[src/rtl/mem_arbiter.sv]
// Single-port RAM arbiter between instruction fetch and load/store.
// Optional fetch aging: define MEM_ARB_AGING_EN (limit set by MAX_WAIT).
module mem_arbiter #(
    parameter int ADDR_W   = 30,
    parameter int DATA_W   = 32,
    parameter int MAX_WAIT = 4
) (
    input  logic              clk,
    input  logic              reset,
    input  logic              if_req,
    input  logic [ADDR_W-1:0] if_addr,
    output logic              if_gnt,
    output logic              if_rvalid,
    output logic [DATA_W-1:0] if_rdata,
    input  logic              d_req,
    input  logic              d_we,
    input  logic [ADDR_W-1:0] d_addr,
    input  logic [DATA_W-1:0] d_wdata,
    output logic              d_gnt,
    output logic              d_rvalid,
    output logic [DATA_W-1:0] d_rdata,
    output logic [ADDR_W-1:0] ram_addr,
    output logic [DATA_W-1:0] ram_din,
    output logic              ram_re,
    output logic              ram_we,
    input  logic [DATA_W-1:0] ram_dout
);

    typedef enum logic [1:0] {
        RESP_NONE = 2'd0,
        RESP_IF   = 2'd1,
        RESP_D    = 2'd2
    } resp_t;

    resp_t resp_sel;
    resp_t resp_next;
    logic  fetch_first;

`ifdef MEM_ARB_AGING_EN
    localparam logic [3:0] WAIT_LIM = 4'(MAX_WAIT);

    logic [3:0] wait_cnt;

    always_ff @(posedge clk) begin
        if (reset) begin
            wait_cnt <= 4'd0;
        end else if (!if_req || if_gnt) begin
            wait_cnt <= 4'd0;
        end else if (wait_cnt != WAIT_LIM) begin
            wait_cnt <= wait_cnt + 4'd1;
        end
    end

    assign fetch_first = (wait_cnt == WAIT_LIM);
`else
    logic unused_max_wait;

    assign unused_max_wait = ^4'(MAX_WAIT);
    assign fetch_first     = 1'b0;
`endif

    // Data wins ties unless fetch has aged out; nothing is granted in reset.
    always_comb begin
        if_gnt = 1'b0;
        d_gnt  = 1'b0;
        if (!reset) begin
            if (if_req && (fetch_first || !d_req)) begin
                if_gnt = 1'b1;
            end else if (d_req) begin
                d_gnt = 1'b1;
            end
        end
    end

    always_comb begin
        ram_addr  = '0;
        ram_din   = '0;
        ram_re    = 1'b0;
        ram_we    = 1'b0;
        resp_next = RESP_NONE;
        if (if_gnt) begin
            ram_addr  = if_addr;
            ram_din   = d_wdata;
            ram_re    = 1'b1;
            resp_next = RESP_IF;
        end else if (d_gnt) begin
            ram_addr = d_addr;
            ram_din  = d_wdata;
            ram_re   = !d_we;
            ram_we   = d_we;
            if (!d_we) begin
                resp_next = RESP_D;
            end
        end
    end

    always_ff @(posedge clk) begin
        if (reset) begin
            resp_sel <= RESP_NONE;
        end else begin
            resp_sel <= resp_next;
        end
    end

    // A response still in flight when reset arrives is discarded.
    assign if_rvalid = (resp_sel == RESP_IF) && !reset;
    assign d_rvalid  = (resp_sel == RESP_D) && !reset;
    assign if_rdata  = ram_dout;
    assign d_rdata   = ram_dout;

endmodule

[config.mk]
export PLATFORM = sky130hd
export DESIGN_NAME = mem_arbiter
export DESIGN_NICKNAME = d
export VERILOG_FILES = /design/src/rtl/mem_arbiter.sv
export SDC_FILE = /design/constraint.sdc
export NUM_CORES = 1
export LEC_CHECK = 0
export CAP_MARGIN = 20
export CELL_PAD_IN_SITES_DETAIL_PLACEMENT = 0
export CELL_PAD_IN_SITES_GLOBAL_PLACEMENT = 1
export CORE_MARGIN = 3
export CORE_UTILIZATION = 11
export DETAILED_ROUTE_END_ITERATION = 8
export GPL_ROUTABILITY_DRIVEN = 0
export PLACE_DENSITY_LB_ADDON = 0.1
export SYNTH_ARGS = -nofsm -noshare
export SYNTH_HDL_FRONTEND = slang
export SYNTH_SLANG_ARGS = --single-unit
[constraint.sdc]
create_clock -name clk -period 1.1 [get_ports clk]
set_input_delay 0.11 -clock clk [delete_from_list [all_inputs] [get_ports clk]]
set_output_delay 0.11 -clock clk [all_outputs]
set_load 0.05 [all_outputs]
* Yosys cells after proc, flatten, opt, wreduce, memory -nomap -nowiden
Cells that the tools add are included.
Storage, ports and cells: register bits 2, bits of input ports 129, logic and storage cells 28
Cells by class: eq/ne operators 2, muxes and demuxes 16, bitwise operators 1, reduce and logical (&&, ||, !) cells 7
Operator list (count):
- $mux 32 | 2
- $mux 30 | 2
- $mux 1 | 11
- $logic_and 1x1->1 | 3
- $logic_not 1->1 | 3
- $reduce_or 3->1 | 1
- $eq 2x1->1 const B | 1
- $eq 2x2->1 const B | 1
- $mux 2 | 1
- $not 1->1 | 1

* Logic depth before layout (Yosys ltp)
word-level depth 6, depth in mapped cells 4

* Worst setup path before layout
OpenSTA, ideal clock, no wires.
path kind input-to-output, start input port reset, end output port ram_re, arrival time 1646 ps, setup slack -656 ps, stages on the path 3, buffers on the path 1, cell sequence buf_6 o21ba_4 a21boi_0
Between the ends: word-level cells in the longest chain between the ends 3, elaborated cells between the ends (all ways) 4, classes of those cells 4 x mux
RTL lines:
- from (decl) | line 9 | input logic reset,
- $mux 1 | line 66 | if (!reset) begin
- $mux 1 | line 86 | end else if (d_gnt) begin
- $mux 1 (*) | line 81 | if (if_gnt) begin
- to (decl) | line 24 | output logic ram_re,
Every way passes the cells marked *; elsewhere a longest branch is shown, timed or not.

* Worst setup path after layout
start input port reset, end output port ram_din[20]
Between the ends: word-level cells in the longest chain between the ends 3, elaborated cells between the ends (all ways) 4, classes of those cells 4 x mux
RTL lines:
- $mux 1 | line 66
- $mux 32 | line 86
- $mux 32 (*) | line 81
- to (decl) | line 23 | output logic [DATA_W-1:0] ram_din,
Marked as above.

==> metrics.cfg <==
[timing]
max_clock_freq_ghz = 0.907
drv_slew = 0
holdWs_ps = 220
worstMarginPinSlew_ps = 418
period_minus_slack_ps = 1100
fin_crit_sh_pct = 100
rsz0062_at_grt = true
max-slew-margin-rel_pct = 72.1
hold_viol_final = 0
finalSetupViolations = 3
fin_tns_setup_ps = -4.91
worst_slack_ps = -2.43

[synthesis]
synth_area_leaders = buf_4 33%, nand3b_1 15%, and2_4 12%, a21oi_1 10%, nand2_1 7.7%
syn_area_mm2 = 0.00146
synth_ff_type = dfxtp_1
synthTopCellsByCount = 64 x buf_4, 30 x a21oi_1, 30 x nand2_1, 30 x nand3b_1, 20 x and2_4
synth_edf_count = 0
yosysSeqAreaShare_pct = 2.75
yosysTopAreaCell = buf_4
syn_inst = 215
yosysUniqueCellTypes = 15
synth.yosys.warnings = 0
synth.avg_cell_area_um2 = 6.77
async_flop_share_pct = 0
synth.most_common_cell = buf_4
synth_top_area_share_pct = 33.0
syn_nets = 344
synth.ff_latch_count = 2

[pwr]
p_per_area_mw_per_mm2 = 622
cellLeakagePower_nw = 1.61
p_total_mw = 2.62
ir_drop_uv = 458

[setup_path]
path_buf_inv = 3
path_cells = buf_8 -> o21ba_4 -> clkbuf_16 -> and2_4 -> buf_12
slowest_stage = o21ba_4
cp_slowest_stage_delay_ps = 310
path_class = primary input to output port
critPathCaptureType = output port
cp.arrival_ps = 990
cp_max_fo = 10
worstSetupStartpointType = primary input
crit_family = buffers and inverters
crit_required_ps = 990

[clock_network]
cts.htree.levels = 1
numCtsBuffers = 3
cts_root_buffer = clkbuf_16
cts_sinks = 2
cts_tree = done
hold_buffers = 0
clock_path_buffers = 2

[grt]
grt_pass1_wl_mm = 9.96
grt.total_usage_pct = 8.51
antenna_found_initial = 1
grt_start_max_net_pins = 35
grt_pass1_vias = 1836
grt_overflow = 0

[worst_hold_path]
hold_end = d_rdata[25]
hp-start = ram_dout[25]
holdPathStages = 0
hold_class = primary input to output port

[finish]
fin_area_mm2 = 0.00422
regMostFlops = resp_sel
largest_reg_flops = 2
syn_to_final_growth_pct = 190
drive_above_1_share_pct = 53.9
final_nets = 454
utilization_pct = 33.0
antenna-diode-count = 0
fill_cells = 1320
top_regs = resp_sel x2
layoutNonFillerInstCount = 495

[placed_design]
dp_slack_ps = -474
dpl_cell_area_mm2 = 0.00390
dp_hpwl_mm = 5.40
numPortBuffers = 164
place_inst = 482

[status]
violations = setup timing
outcome = finished, violations left

[route]
firstDrtPassIters = 4
drc = 0
wire_per_inst_um = 14.6
postRouteAntennaNets = 0
drt_iter0_drc = 35
num_vias = 1768
vias_per_cell = 3.57
wl_mm = 7.24

[die]
initial_core_util_pct = 11.4
pin_count = 261
core.rowCount = 41
die_area_mm2 = 0.0147
dieWidth_um = 121
core_mm2 = 0.0128
die-height_um = 121

[flow_run]
drv_cap = 0

[where the power goes]
group	total [mW]	internal (mW)	switching [mW]
clock network	0.543	0.462	0.0807
registers	0.0793	0.0768	0.00249
logic	2.00	1.07	0.930
[cell usage in the layout (no fill, tap or decap), types with 2 or more instances in the layout]
master,n
a21oi_4,30
dlygate4sd2_1,31
nand2_1,24
buf_6,3
nand3b_1,30
and2_2,8
buf_12,75
nand2_2,6
and2_4,25
buf_4,8
clkdlybuf4s50_1,62
nor3b_4,2
clkbuf_16,9
dfxtp_2,2
[cell type report]
| class | instances | area (um^2) | area share (%) |
|---|---|---|---|
| Clock buffer | 3 | 75.1 | 1.78 |
| Tap cell | 172 | 215 | 5.10 |
| Timing Repair Buffer | 186 | 2650 | 62.9 |
| Sequential cell | 2 | 42.5 | 1.01 |
| Multi-Input combinational cell | 132 | 1230 | 29.3 |
[timing repair]
item / in CTS / in global routing
gates cloned: 1 / 6
setup endpoints to repair: 66 / 53
gates resized for setup: 49 / 20
buffers inserted: 1 / 2
pin swaps: 32 / 32
[how the worst max path moves through the flow]
stage | end | depth (start not counted) | start
2_1_floorplan | d_rvalid | 1 | resp_sel[1]
3_3_place_gp | ram_addr[15] | 5 | if_req
3_5_place_dp | ram_addr[15] | 5 | if_req
4_1_cts | d_rvalid | 3 | resp_sel[0]
5_1_grt | d_rvalid | 3 | resp_sel[1]
6_report | ram_din[20] | 5 | reset
[per-layer routing]
| layer | GRT usage [%] | vias up | share of wire (%) |
|---|---|---|---|
| li1 | - | 853 | - |
| met1 | 9.20 | 789 | 35 |
| met2 | 14.3 | 110 | 50 |
| met3 | 5.36 | 14 | 14 |
| met4 | 1.49 | 2 | 1.2 |
| met5 | 0 | - | 0.097 |
[cell families (layout without fill, tap and decap cells)]
logic type	count (synthesis)	count (layout)	share of synthesized area, %
AO/OA/AOI/OAI	32	33	11.9
buffers and inverters	82	189	41.6
flip-flops	2	2	2.75
AND/OR/NAND/NOR	99	99	43.7
No activity file was read; power rests on OpenSTA's default activity.
